`src/rtl/sctag_rddata_eccchk_if.sv`:
```
// Read-data bus between scdata return and sctag fill logic: C5 input side,
// corrected C7 output side, and the error-log / CE-counter readout.
interface sctag_rddata_eccchk_if #(
  parameter int CNT_W = 8
);
  logic             scdata_rd_vld_c5;
  logic [77:0]      scdata_rd_data_c5;
  logic             err_log_clr;
  logic             rd_vld_c7;
  logic [63:0]      rd_data_c7;
  logic [1:0]       rd_ce_c7;
  logic [1:0]       rd_ue_c7;
  logic             err_log_vld;
  logic             err_log_ue;
  logic             err_log_word;
  logic [6:0]       err_log_syn;
  logic [CNT_W-1:0] ce_cnt;

  modport master (
    output scdata_rd_vld_c5, scdata_rd_data_c5, err_log_clr,
    input  rd_vld_c7, rd_data_c7, rd_ce_c7, rd_ue_c7,
    input  err_log_vld, err_log_ue, err_log_word, err_log_syn, ce_cnt
  );

  modport slave (
    input  scdata_rd_vld_c5, scdata_rd_data_c5, err_log_clr,
    output rd_vld_c7, rd_data_c7, rd_ce_c7, rd_ue_c7,
    output err_log_vld, err_log_ue, err_log_word, err_log_syn, ce_cnt
  );
endinterface

```
`src/rtl/sctag_rddata_eccchk.sv`:
```
// Two-word SECDED check/correct of scdata read data (C5 -> C7), sticky error log
// and saturating CE counter. Define SCTAG_RDDATA_ERRINJ_EN to add the err_inj port.
module sctag_rddata_eccchk #(
  parameter int CNT_W = 8
) (
  input  logic rclk,
  input  logic arst_l,
`ifdef SCTAG_RDDATA_ERRINJ_EN
  input  logic err_inj,
`endif
  sctag_rddata_eccchk_if.slave bus
);

  typedef struct packed {
    logic [31:0] data;
    logic        ce;
    logic        ue;
    logic [6:0]  syn;
  } dec_t;

  // cw[0] holds the overall parity bit, cw[n] holds Hamming position n.
  function automatic dec_t ecc_decode(input logic [38:0] w);
    logic [38:0] cw;
    logic [5:0]  s;
    logic        p;
    int          di;
    dec_t        r;
    cw    = '0;
    cw[0] = w[6];
    for (int k = 0; k < 6; k++) cw[1 << k] = w[k];
    di = 0;
    for (int n = 3; n <= 38; n++) begin
      if ((n & (n - 1)) != 0) begin
        cw[n] = w[7 + di];
        di    = di + 1;
      end
    end
    s = '0;
    for (int n = 1; n <= 38; n++) if (cw[n]) s = s ^ n[5:0];
    p      = ^cw;
    r.syn  = {p, s};
    r.ce   = p && (s <= 6'd38);
    r.ue   = (!p && (s != 6'd0)) || (p && (s > 6'd38));
    if (r.ce) cw[s] = ~cw[s];
    r.data = '0;
    di     = 0;
    for (int n = 3; n <= 38; n++) begin
      if ((n & (n - 1)) != 0) begin
        r.data[di] = cw[n];
        di         = di + 1;
      end
    end
    return r;
  endfunction

  logic              vld_c6_q, vld_c6_d;
  logic [77:0]       data_c6_q, data_c6_d;
  logic              rd_vld_c7_q, rd_vld_c7_d;
  logic [63:0]       rd_data_c7_q, rd_data_c7_d;
  logic [1:0]        rd_ce_c7_q, rd_ce_c7_d;
  logic [1:0]        rd_ue_c7_q, rd_ue_c7_d;
  logic [6:0]        syn0_c7_q, syn0_c7_d, syn1_c7_q, syn1_c7_d;
  logic              log_vld_q, log_vld_d, log_ue_q, log_ue_d, log_word_q, log_word_d;
  logic [6:0]        log_syn_q, log_syn_d;
  logic [CNT_W-1:0]  ce_cnt_q, ce_cnt_d;
  logic [CNT_W:0]    cnt_sum;
  dec_t              dec0, dec1;
  logic              new_err, new_ue, new_word;
  logic [6:0]        new_syn;

  // C5 -> C6: capture, with optional forced flip of word0 d[0]
  always_comb begin
    vld_c6_d  = bus.scdata_rd_vld_c5;
    data_c6_d = bus.scdata_rd_data_c5;
`ifdef SCTAG_RDDATA_ERRINJ_EN
    if (err_inj && bus.scdata_rd_vld_c5) data_c6_d[7] = ~data_c6_d[7];
`endif
  end

  // C6 -> C7: decode/correct; data and syndromes hold while invalid
  always_comb begin
    dec0         = ecc_decode(data_c6_q[38:0]);
    dec1         = ecc_decode(data_c6_q[77:39]);
    rd_vld_c7_d  = vld_c6_q;
    rd_data_c7_d = rd_data_c7_q;
    rd_ce_c7_d   = 2'b00;
    rd_ue_c7_d   = 2'b00;
    syn0_c7_d    = syn0_c7_q;
    syn1_c7_d    = syn1_c7_q;
    if (vld_c6_q) begin
      rd_data_c7_d = {dec1.data, dec0.data};
      rd_ce_c7_d   = {dec1.ce, dec0.ce};
      rd_ue_c7_d   = {dec1.ue, dec0.ue};
      syn0_c7_d    = dec0.syn;
      syn1_c7_d    = dec1.syn;
    end
  end

  // C7 consumers: sticky log (UE outranks CE, word0 breaks ties, set beats clear)
  always_comb begin
    new_err    = rd_vld_c7_q && ((|rd_ue_c7_q) || (|rd_ce_c7_q));
    new_ue     = |rd_ue_c7_q;
    new_word   = new_ue ? ~rd_ue_c7_q[0] : ~rd_ce_c7_q[0];
    new_syn    = new_word ? syn1_c7_q : syn0_c7_q;
    log_vld_d  = log_vld_q;
    log_ue_d   = log_ue_q;
    log_word_d = log_word_q;
    log_syn_d  = log_syn_q;
    if (bus.err_log_clr) begin
      log_vld_d  = 1'b0;
      log_ue_d   = 1'b0;
      log_word_d = 1'b0;
      log_syn_d  = '0;
    end
    if (new_err && (bus.err_log_clr || !log_vld_q || (!log_ue_q && new_ue))) begin
      log_vld_d  = 1'b1;
      log_ue_d   = new_ue;
      log_word_d = new_word;
      log_syn_d  = new_syn;
    end
    cnt_sum  = {1'b0, ce_cnt_q}
             + (CNT_W+1)'({1'b0, rd_ce_c7_q[1]} + {1'b0, rd_ce_c7_q[0]});
    ce_cnt_d = ce_cnt_q;
    if (rd_vld_c7_q) ce_cnt_d = cnt_sum[CNT_W] ? '1 : cnt_sum[CNT_W-1:0];
  end

  always_ff @(posedge rclk or negedge arst_l) begin
    if (!arst_l) begin
      vld_c6_q     <= 1'b0;
      data_c6_q    <= '0;
      rd_vld_c7_q  <= 1'b0;
      rd_data_c7_q <= '0;
      rd_ce_c7_q   <= '0;
      rd_ue_c7_q   <= '0;
      syn0_c7_q    <= '0;
      syn1_c7_q    <= '0;
      log_vld_q    <= 1'b0;
      log_ue_q     <= 1'b0;
      log_word_q   <= 1'b0;
      log_syn_q    <= '0;
      ce_cnt_q     <= '0;
    end else begin
      vld_c6_q     <= vld_c6_d;
      data_c6_q    <= data_c6_d;
      rd_vld_c7_q  <= rd_vld_c7_d;
      rd_data_c7_q <= rd_data_c7_d;
      rd_ce_c7_q   <= rd_ce_c7_d;
      rd_ue_c7_q   <= rd_ue_c7_d;
      syn0_c7_q    <= syn0_c7_d;
      syn1_c7_q    <= syn1_c7_d;
      log_vld_q    <= log_vld_d;
      log_ue_q     <= log_ue_d;
      log_word_q   <= log_word_d;
      log_syn_q    <= log_syn_d;
      ce_cnt_q     <= ce_cnt_d;
    end
  end

  assign bus.rd_vld_c7    = rd_vld_c7_q;
  assign bus.rd_data_c7   = rd_data_c7_q;
  assign bus.rd_ce_c7     = rd_ce_c7_q;
  assign bus.rd_ue_c7     = rd_ue_c7_q;
  assign bus.err_log_vld  = log_vld_q;
  assign bus.err_log_ue   = log_ue_q;
  assign bus.err_log_word = log_word_q;
  assign bus.err_log_syn  = log_syn_q;
  assign bus.ce_cnt       = ce_cnt_q;

endmodule

```
`src/flat_wrapper.sv`:
```
// flat-port wrapper written by rule: the top's interface ports become plain ports
module sctag_rddata_eccchk_flat 
#(
  parameter int CNT_W = 8
)
  (rclk, arst_l, bus_scdata_rd_vld_c5, bus_scdata_rd_data_c5, bus_err_log_clr, bus_rd_vld_c7, bus_rd_data_c7, bus_rd_ce_c7, bus_rd_ue_c7, bus_err_log_vld, bus_err_log_ue, bus_err_log_word, bus_err_log_syn, bus_ce_cnt);
  sctag_rddata_eccchk_if #(.CNT_W(CNT_W)) bus_i ();
  input  logic rclk;
  input  logic arst_l;
  input wire logic [$bits(bus_i.scdata_rd_vld_c5)-1:0] bus_scdata_rd_vld_c5;
  input wire logic [$bits(bus_i.scdata_rd_data_c5)-1:0] bus_scdata_rd_data_c5;
  input wire logic [$bits(bus_i.err_log_clr)-1:0] bus_err_log_clr;
  output wire logic [$bits(bus_i.rd_vld_c7)-1:0] bus_rd_vld_c7;
  output wire logic [$bits(bus_i.rd_data_c7)-1:0] bus_rd_data_c7;
  output wire logic [$bits(bus_i.rd_ce_c7)-1:0] bus_rd_ce_c7;
  output wire logic [$bits(bus_i.rd_ue_c7)-1:0] bus_rd_ue_c7;
  output wire logic [$bits(bus_i.err_log_vld)-1:0] bus_err_log_vld;
  output wire logic [$bits(bus_i.err_log_ue)-1:0] bus_err_log_ue;
  output wire logic [$bits(bus_i.err_log_word)-1:0] bus_err_log_word;
  output wire logic [$bits(bus_i.err_log_syn)-1:0] bus_err_log_syn;
  output wire logic [$bits(bus_i.ce_cnt)-1:0] bus_ce_cnt;
  assign bus_i.scdata_rd_vld_c5 = bus_scdata_rd_vld_c5;
  assign bus_i.scdata_rd_data_c5 = bus_scdata_rd_data_c5;
  assign bus_i.err_log_clr = bus_err_log_clr;
  assign bus_rd_vld_c7 = bus_i.rd_vld_c7;
  assign bus_rd_data_c7 = bus_i.rd_data_c7;
  assign bus_rd_ce_c7 = bus_i.rd_ce_c7;
  assign bus_rd_ue_c7 = bus_i.rd_ue_c7;
  assign bus_err_log_vld = bus_i.err_log_vld;
  assign bus_err_log_ue = bus_i.err_log_ue;
  assign bus_err_log_word = bus_i.err_log_word;
  assign bus_err_log_syn = bus_i.err_log_syn;
  assign bus_ce_cnt = bus_i.ce_cnt;
  sctag_rddata_eccchk #(.CNT_W(CNT_W)) u_core (.rclk(rclk), .arst_l(arst_l), .bus(bus_i));
endmodule
```
`config.mk`:
```
export PLATFORM = sky130hd
export DESIGN_NAME = sctag_rddata_eccchk_flat
export DESIGN_NICKNAME = d
export VERILOG_FILES = /design/src/rtl/sctag_rddata_eccchk_if.sv /design/src/rtl/sctag_rddata_eccchk.sv /design/src/flat_wrapper.sv
export SDC_FILE = /design/constraint.sdc
export NUM_CORES = 1
export LEC_CHECK = 0
export BUFFER_PORTS_ARGS = -buffer_cell sky130_fd_sc_hd__buf_2
export CAP_MARGIN = 20
export CORE_MARGIN = 3
export CORE_UTILIZATION = 35
export DETAILED_ROUTE_END_ITERATION = 7
export SYNTH_ARGS = -nofsm -noshare
export SYNTH_HDL_FRONTEND = slang
export SYNTH_SLANG_ARGS = --single-unit
```
`constraint.sdc`:
```
create_clock -name rclk -period 5 [get_ports rclk]
set_input_delay 0.5 -clock rclk [delete_from_list [all_inputs] [get_ports rclk]]
set_output_delay 0.5 -clock rclk [all_outputs]
set_load 0.02 [all_outputs]
```
==> summary.md, run 1 <==
| Metric | Value |
|---|---|
| Status | `finished clean` |
| Synth-to-layout area growth | `17.96%` |
| Synth area leaders | `dfrtp_1 (48%), xnor2_1 (9.3%), mux2_2 (4.1%)` |
| Mux share of post-synthesis cell area | `0.08498` |
| Final hold viol count | `0` |
| CP Launch Type | `flip-flop` |
| Net Count, Synth | `954` |
| Initial antenna violation count | `0` |
| Via Count | `6985` |
| WHS | `0.1201 ns` |
| H-tree depth | `4` |
| Yosys top cell area share | `0.4803` |
| Die height | `169.7 um` |
| Worst R2R Path Depth | `10` |
| Hold_buf cts | `0` |
| WP depth | `10` |
| Kind of cell adding the most delay to the critical path | `XOR/XNOR gates` |
| Main synth FF type | `dfrtp_1` |
| Min Tclk post-route | `3.937 ns` |
| EDFF count, synth | `0` |
| Gr usage total | `0.1805` |
| Worst min path class | `input port to async pin` |
| P per Cell Area | `570.3 nW/um2` |
| Top Layer Used | `met4` |
| Sequential-to-total area share from yosys stat | `0.4803` |
| DRC violation count after routing | `0` |
| Die Wd | `169.7 um` |
| Initial DRC count | `631` |
| Maximum vdd drop | `0.2355 mV` |
| Count leader, synth | `dfrtp_1` |
| Crit-path max FO | `14` |
| PostCTS Resize Cnt | `0` |
| DIE AREA | `28800 um2` |
| Synth Area in Compound Gates | `0.1162` |
| Clk_lat worst skew | `0.43 ns` |
| #FFs+latches synth | `180` |
| CTS Buf Count | `17` |
| Detailed Routing Iterations Pass 1 | `5` |
| Met3 Wirelength | `1467 um` |
| Peak per-stage delay on the critical path | `0.69 ns` |
| Yosys cell types | `65` |
| Ys async rst share | `1.000` |
| Grt ovf | `0` |
| Total of warnings raised by yosys | `0` |
| Post-Syn Area | `9379 um2` |
| Synth cell count leaders | `dfrtp_1 (180), xnor2_1 (100), nand2_1 (95), nor2_1 (58), inv_1 (49)` |
| FP Rows | `59` |
| Vias per inst | `5.091` |
| Final Max Tran Viols | `0` |
| Critical path type | `flip-flop to flip-flop` |
| Max_slew headroom | `0.3300` |
| Post-synthesis simple-gate area fraction | `0.1137` |
| DP Worst Slack | `1.040 ns` |
| Post-Layout Cell Count | `1372` |
| Tcrit/Tclk final | `0.7874` |
| Post-Route M1 WL | `11940 um` |
| Reg clk slew, reported paths | `0.08 ns` |
| WL per Instance | `18.70 um` |
| Setup TNS | `0 ns` |
| P_leak | `0.004895 uW` |
| Number of global-route vias before repair | `7015` |
| Arrival time at the worst endpoint | `4.26 ns` |
| RD Place Congestion | `0.9020` |
| Antenna Nets Post-Route | `0` |
| Post-synthesis adder-cell area fraction | `0.003469` |
| Highest Clock Rate | `0.2540 GHz` |
| Req. time, crit path | `5.32 ns` |
| DR WL met2 | `11740 um` |
| Worst-path cell chain | `xnor2_1 > xnor2_1 > xor3_2 > xor2_2 > mux2i_1 > mux2i_1 > o22ai_1 > a221oi_2 > a31oi_1 > mux2_2` |
| Largest family of logic cells by synthesized area | `XOR/XNOR gates` |
| Syn avg cell area | `10.78 um2` |
| Final WS setup | `1.063 ns` |
| Detailed Place HPWL | `19070 um` |
| CTS root buf | `clkbuf_16` |
| Io pins | `169` |
| Unrepaired setup endpoints after global routing | `no` |
| Nets | `1108` |
| Worst Tran Pin Value | `1.005 ns` |
| Dpl cells | `1340` |
| WL final | `25660 um` |
| Final setup violation count | `0` |
| Initial Utilization | `0.3579` |
| CP max stage cell | `xor2_2` |
| Gate Count Post-Synth | `870` |
| Max-cap violation count | `0` |
| Largest net degree at the start of global routing | `94` |
| Clock Path Buffers | `2` |
| CTS tree | `built` |
| Clk_skew | `0.01457 ns` |
| Core region area | `26210 um2` |
| Yosys top cell by area | `dfrtp_1` |
| Post-CTS setup repair buffer count | `0` |
| Crit end category | `flip-flop` |
| Global-route wire length before repair | `40540 um` |
| Buffers added on ports | `168` |
| Share of cells above drive strength 1 | `0.2662` |
| CTS sink cnt | `180` |
| Bufs and invs on worst path | `0` |
| Synth Area in XOR/XNOR | `0.1606` |
| Antenna diodes | `0` |
placed cells by master (no fill, tap or decap), types with 12 or more instances in the layout:
cell       count
a21oi_1       17
a31o_1        20
a31oi_1       12
buf_2        167
clkbuf_16     17
dfrtp_1      179
inv_1         49
mux2_2        34
mux2i_1       29
nand2_1       95
nand3_1       16
nor2_1        58
o21ai_0       36
o221ai_1      15
o22ai_1       26
xnor2_1      100
xor2_1        23
per-stage QoR:
stage / util / cell area (um2) / power (uW)
global route: 0.4222 / 11060 / 6724
detailed placement: 0.4006 / 10500 / 5011
floorplan: - / 9379 / 4214
global placement: 0.4006 / 10500 / 4996
CTS: 0.4222 / 11060 / 6340
finish: 0.4222 / 11060 / 6309
state kept, by name, summed over array words and instances (netlist names), 2 cells and up:
signal and flops:
u_core.bus.err_log_syn 7, u_core.bus.rd_ue_c7 2, u_core.data_c6_q 78, u_core.syn0_c7_q 7, u_core.syn1_c7_q 7, u_core.bus.rd_ce_c7 2, u_core.bus.rd_data_c7 64, u_core.bus.ce_cnt 8
worst reg2reg max path: cells and delay by family, from the launching register on:
kind	cells	cell delay, ns
flip-flops	1	0.59
multiplexers	3	0.69
XOR/XNOR	4	1.70
AO/OA/AOI/OAI	3	0.85
final timing paths:
| kind | start | end | slack [ns] |
|---|---|---|---|
| worst max-delay path | u_core.data_c6_q[37] | u_core.bus.rd_data_c7[0] | 1.06 |
| worst max register to register | u_core.data_c6_q[37] | u_core.bus.rd_data_c7[0] | 1.06 |
| min in group rclk | bus_scdata_rd_vld_c5 | u_core.rd_vld_c7_d | 0.17 |
| max in group asynchronous | arst_l | u_core.bus.rd_data_c7[18] | 3.91 |
| worst min register to register | u_core.bus.rd_data_c7[23] | u_core.bus.rd_data_c7[23] | 0.51 |
| worst min-delay path | arst_l | u_core.bus.rd_data_c7[51] | 0.12 |
layer usage:
layer / vias up / track usage
li1: 3299 / -
met1: 3438 / 0.2584
met2: 218 / 0.2763
met3: 30 / 0.03750
met4: 0 / 0.05548
met5: - / 0
cell type report:
class	count	area [um2]
Multi-Input combinational cell	605	4492
Timing Repair Buffer	171	894.6
Tap cell	335	419.2
Clock buffer	17	425.4
Fill cell	2558	15140
Clock inverter	15	140.1
Sequential cell	180	4508
Inverter	49	183.9
cells by family after synthesis:
family | count (synthesis)
AOI/OAI and AO/OA | 160
xor gates and xnor gates | 145
adders and majority gates | 2
buffers and inverters | 85
DFF | 180
muxes | 69
and+or+nand+nor | 229
report_power, final:
group | internal (uW) | leakage [uW] | switching (uW)
clock network | 660 | 0.000267 | 643
logic | 1120 | 0.00249 | 2000
registers | 1690 | 0.00213 | 191
total | 3470 | 0.00490 | 2840
(Power assumes the default switching activity.)
==> run 2, diff against run 1 <==
- clock period: 5 -> 3.5 ns (I/O delays scaled with it)
==> summary.md, run 2 (same netlist as run 1, synthesis figures left out) <==
| Metric | Value |
|---|---|
| Antenna Nets Post-Route | `0` |
| Highest Clock Rate | `0.2956 GHz` |
| Crit end category | `flip-flop` |
| Global-route wire length before repair | `41510 um` |
| Antenna diodes | `0` |
| Crit-path max FO | `15` |
| Top reg by flops | `u_core.data_c6_q` |
| Detailed Routing Iterations Pass 1 | `5` |
| Initial DRC count | `560` |
| Core region area | `26210 um2` |
| Commonest non-fill, non-tap cell in the layout | `dfrtp_1` |
| WL final | `26640 um` |
| Min Tclk post-route | `3.383 ns` |
| Bufs and invs on worst path | `1` |
| Worst min path class | `input port to flip-flop` |
| Initial antenna violation count | `0` |
| Final setup violation count | `0` |
| Reg clk slew, reported paths | `0.07 ns` |
| Buffers added on ports | `168` |
| Final hold viol count | `0` |
| Clk pwr share | `0.193` |
| Sequential power share | `0.276` |
| Setup TNS | `0 ns` |
| CTS tree | `built` |
| Most frequent cells in the layout | `dfrtp_1 (179), buf_2 (167), xnor2_1 (98)` |
| Footprint of the multi-input gates | `4552 um2` |
| CTS Buf Count | `17` |
| Maximum vdd drop | `0.3893 mV` |
| Storage cell area | `4508 um2` |
| Vias per inst | `5.043` |
| Critical path type | `flip-flop to flip-flop` |
| Clk_lat worst skew | `0.44 ns` |
| P_leak | `0.005277 uW` |
| Worst Tran Pin Value | `1.003 ns` |
| WL per Instance | `18.42 um` |
| Largest register FFs | `78` |
| Largest net degree at the start of global routing | `83` |
| Die Wd | `169.7 um` |
| CP max stage cell | `dfrtp_1` |
| Detailed Place HPWL | `19810 um` |
| Sw frac | `0.4362` |
| Io pins | `169` |
| Synth-to-layout area growth | `25.77%` |
| Status | `finished clean` |
| Worst-path cell chain | `xnor2_2 > xnor3_1 > xnor2_1 > xnor3_2 > and2_1 > a21oi_1 > nor3_2 > a2111oi_4 > buf_4 > nand3_4 > a31o_2` |
| P_sw | `4243 uW` |
| Internal power | `5484 uW` |
| H-tree depth | `4` |
| Initial Utilization | `0.3579` |
| Grt ovf | `0` |
| Max-cap violation count | `0` |
| Via Count | `7292` |
| Req. time, crit path | `3.83 ns` |
| Clk_skew | `0.01412 ns` |
| WHS | `0.01570 ns` |
| CTS root buf | `clkbuf_16` |
| Nets | `1182` |
| Clock Path Buffers | `2` |
| Tcrit/Tclk final | `0.9666` |
| CTS sink cnt | `180` |
| Arrival time at the worst endpoint | `3.71 ns` |
| P per Cell Area | `824.6 nW/um2` |
| DIE AREA | `28800 um2` |
| DRC violation count after routing | `0` |
| FP Rows | `59` |
| Kind of cell adding the most delay to the critical path | `XOR/XNOR gates` |
| Final Max Tran Viols | `0` |
| Peak per-stage delay on the critical path | `0.44 ns` |
| Share of cells above drive strength 1 | `0.2889` |
| Util after Layout | `0.4501` |
| Unrepaired setup endpoints after global routing | `no` |
| Die height | `169.7 um` |
| Number of global-route vias before repair | `7240` |
| Combinational Power Share | `0.531` |
| Max_slew headroom | `0.3316` |
| Total power | `9727 uW` |
| Gr usage total | `0.1846` |
| CP Launch Type | `flip-flop` |
| RD Place Congestion | `0.8790` |
| Fillers | `2472` |
-- run 2: cell types whose count changed in the layout (fill, tap and decap cells not counted), sizes merged --
cell / change
buf: +41
dlygate4sd3: +32
clkinvlp: -4
clkinv: +2
clkbuf: +1
inv: +1
nand3: +1
-- run 2: worst register-to-register path: stages, from the launching register on --
cell and delay (ns):
dfrtp_1 0.44, xnor2_2 0.25, xnor3_1 0.39, xnor2_1 0.27
xnor3_2 0.44, and2_1 0.23, a21oi_1 0.20, nor3_2 0.08
a2111oi_4 0.29, buf_4 0.19, nand3_4 0.20, a31o_2 0.31
-- run 2: per-stage QoR --
stage	worst slack, ns	area (um2)	std cells
finish	0.1169	11800	1446
floorplan	0.4390	9379	870
global placement	0.08867	10780	1374
global route	0.008905	11800	1446
detailed placement	0.07781	10780	1374
CTS	0.04055	11560	1427
-- run 2: final cells by class --
cell class,count,share of cell area
multi-input cells,606,0.3859
flip-flops and latches,180,0.3822
repair buffers,244,0.1323
clock buffers,18,0.03723
well taps,335,0.03553
inverters,49,0.01559
clock inverters,14,0.01135
-- run 2: power groups by stage --
stage          logic [uW]  clock network (uW)  registers [uW]
2_1_floorplan        3140                   0            2880
3_3_place_gp         4790                   0            2720
3_5_place_dp         4800                   0            2720
4_1_cts              4850                1940            2680
5_1_grt              5550                2040            2720
6_report             5170                1880            2680
-- run 2: metal layers --
| layer | GRT usage | wire length (um) | share of wire | vias to the layer above |
|---|---|---|---|---|
| met5 | 0 | 0 | 0 | - |
| met2 | 0.2872 | 12400 | 0.47 | 200 |
| li1 | - | - | - | 3450 |
| met4 | 0.05761 | 503 | 0.019 | 0 |
| met1 | 0.2628 | 12410 | 0.47 | 3612 |
| met3 | 0.03378 | 1325 | 0.050 | 30 |
-- run 2: final timing paths --
path / from / endpoint / slack (ns) / cells past startpoint
worst max-delay path: u_core.data_c6_q[46] / u_core.bus.rd_data_c7[57] / 0.12 / 11
worst min-delay path: bus_scdata_rd_data_c5[13] / u_core.data_c6_q[13] / 0.02 / 1
worst max register to register: u_core.data_c6_q[46] / u_core.bus.rd_data_c7[57] / 0.12 / 11
worst min register to register: u_core.bus.err_log_syn[3] / u_core.bus.err_log_syn[3] / 0.51 / 2
max in group asynchronous: arst_l / u_core.bus.rd_data_c7[26] / 2.28 / 3
min in group asynchronous: arst_l / u_core.data_c6_q[62] / 0.47 / 2
-- run 2: what timing repair did --
item	in CTS	in global routing
endpoints found under the hold margin	85	11
hold buffers	21	11
buffers inserted	0	7
endpoints found under the setup margin	0	47
gates resized for setup	0	6
==> run 3, diff against run 2 <==
--- a/config.mk
+++ b/config.mk
@@ -10,5 +10,7 @@
 export CORE_MARGIN = 3
 export CORE_UTILIZATION = 35
+export CTS_CLUSTER_DIAMETER = 50
 export DETAILED_ROUTE_END_ITERATION = 7
+export PLACE_DENSITY = 0.59
 export SYNTH_ARGS = -nofsm -noshare
 export SYNTH_HDL_FRONTEND = slang
==> constraint.sdc (replaced) <==
create_clock -name rclk -period 3.5 [get_ports rclk]
set_input_delay 0.35 -clock rclk [delete_from_list [all_inputs] [get_ports rclk]]
set_output_delay 0.35 -clock rclk [all_outputs]
set_load 0.01 [all_outputs]
==> summary.md, run 3 (same netlist as run 1, synthesis figures left out) <==
| Metric | Value |
|---|---|
| Initial Utilization | `0.3579` |
| Reg clk slew, reported paths | `0.08 ns` |
| Die height | `169.7 um` |
| Total power | `9640 uW` |
| Crit end category | `flip-flop` |
| Min Tclk post-route | `3.390 ns` |
| Critical path type | `flip-flop to flip-flop` |
| P per Cell Area | `818.7 nW/um2` |
| Tcrit/Tclk final | `0.9686` |
| Grt ovf | `0` |
| Most frequent cells in the layout | `dfrtp_1 (179), buf_2 (167), xnor2_1 (99)` |
| Worst Tran Pin Value | `1.009 ns` |
| Global-route wire length before repair | `40900 um` |
| Buffers added on ports | `168` |
| Post-Layout Cell Count | `1455` |
| Io pins | `169` |
| Core region area | `26210 um2` |
| Final setup violation count | `0` |
| Status | `complete, but fails checks` |
| Worst R2R Path Depth | `12` |
| Nets | `1191` |
| Final Max Tran Viols | `0` |
| Worst r2r dst | `u_core.bus.rd_data_c7[34]` |
| Reg2reg start | `u_core.data_c6_q[56]` |
| Clock Path Buffers | `2` |
| Dpl cells | `1383` |
| Antenna Nets Post-Route | `0` |
| WL final | `26660 um` |
| DRC violation count after routing | `0` |
| Vias per inst | `5.001` |
| Top reg by flops | `u_core.data_c6_q` |
| CTS Buf Count | `17` |
| Detailed Place HPWL | `19650 um` |
| Share of cells above drive strength 1 | `0.3009` |
| Critical path endpoint | `u_core.bus.rd_data_c7[34]` |
| Final hold viol count | `23` |
| RD Place Congestion | `0.8844` |
| CTS root buf | `clkbuf_16` |
| WHS | `-0.03484 ns` |
| Largest net degree at the start of global routing | `86` |
| Util after Layout | `0.4493` |
| Req. time, crit path | `3.83 ns` |
| CTS sink cnt | `180` |
| Initial DRC count | `565` |
| Reg2reg setup slack | `0.11 ns` |
| Clk_skew | `0.01752 ns` |
| CP Launch Type | `flip-flop` |
| Number of global-route vias before repair | `7231` |
| Synth-to-layout area growth | `25.55%` |
| DIE AREA | `28800 um2` |
| FP Rows | `59` |
| Max_slew headroom | `0.3273` |
| Failing checks | `hold timing` |
| Initial antenna violation count | `0` |
| H-tree depth | `4` |
| Commonest non-fill, non-tap cell in the layout | `dfrtp_1` |
| Via Count | `7276` |
| Antenna diodes | `0` |
| Max-cap violation count | `0` |
| Clk_lat worst skew | `0.45 ns` |
| Maximum vdd drop | `0.3929 mV` |
| Crit path from | `u_core.data_c6_q[56]` |
| Gr usage total | `0.1833` |
| CTS tree | `built` |
| Unrepaired setup endpoints after global routing | `yes` |
| Highest Clock Rate | `0.2950 GHz` |
| P_leak | `0.005292 uW` |
| Arrival time at the worst endpoint | `3.72 ns` |
| WL per Instance | `18.32 um` |
| Setup TNS | `0 ns` |
| Die Wd | `169.7 um` |
| Worst min path class | `input port to async pin` |
| Detailed Routing Iterations Pass 1 | `6` |
| Crit-path max FO | `11` |
| Largest register FFs | `78` |
## run 3: cell type report
type,instances,area (um2)
fill,2503,14430
multi-input combinational,606,4537
sequential,180,4508
timing repair buffer,253,1563
clock buffer,17,425.4
tap,335,419.2
inverter,49,183.9
clock inverter,15,138.9
## run 3: how the worst min path moves through the flow
stage / end / depth (start not counted) / slack, ns / start
6_report: u_core.data_c6_q[68] / 1 / -0.03 / arst_l
3_5_place_dp: u_core.data_c6_q[29] / 1 / 0.46 / bus_scdata_rd_data_c5[29]
5_1_grt: u_core.data_c6_q[58] / 1 / 0.0004 / bus_scdata_rd_data_c5[58]
2_1_floorplan: u_core.bus.ce_cnt[0] / 0 / 0.05 / arst_l
3_3_place_gp: u_core.data_c6_q[68] / 1 / 0.46 / bus_scdata_rd_data_c5[68]
4_1_cts: u_core.data_c6_q[18] / 1 / 0.00004 / bus_scdata_rd_data_c5[18]
## run 3: power by group
group          internal [uW]  switching, uW  leakage, uW
combinational           2180           2930      0.00288
clock                    943            924     0.000275
sequential              2410            258      0.00213
total                   5530           4110      0.00529
## run 3: per-layer routing
layer  up-vias  routed length [um]  track usage
met3        39                1712      0.03867
met5         -                   0            0
met1      3501               12220       0.2593
li1       3474                   -            -
met4         0                 588      0.05761
met2       262               12140       0.2831
## run 3: through the flow
step                hold WS, ns  setup slack [ns]  instance area (um2)
floorplan               0.05441            0.4390                 9379
global placement         0.4584           0.06218                10810
global route          0.0004398          -0.03118                11780
CTS                  0.00004208           0.07019                11550
finish                 -0.03484            0.1100                11780
detailed placement       0.4593           0.08945                10810
## run 3: critical path, cell delays in order, from the launching register on
cell       delay (ns)
dfrtp_1          0.45
xnor2_1          0.31
xnor2_2          0.19
xnor2_1          0.16
xnor3_2          0.58
mux2i_1          0.17
a22oi_1          0.22
nand3_2          0.13
a2111oi_4        0.36
buf_4            0.22
buf_4            0.14
o31ai_1          0.09
mux2_2           0.28
## run 3: timing repair
action / 4_1_cts / 5_1_grt
buffers inserted: 0 / 13
hold buffers: 18 / 8
endpoints found under the hold margin: 18 / 8
setup endpoints to repair: 0 / 48
gates resized for setup: 0 / 6
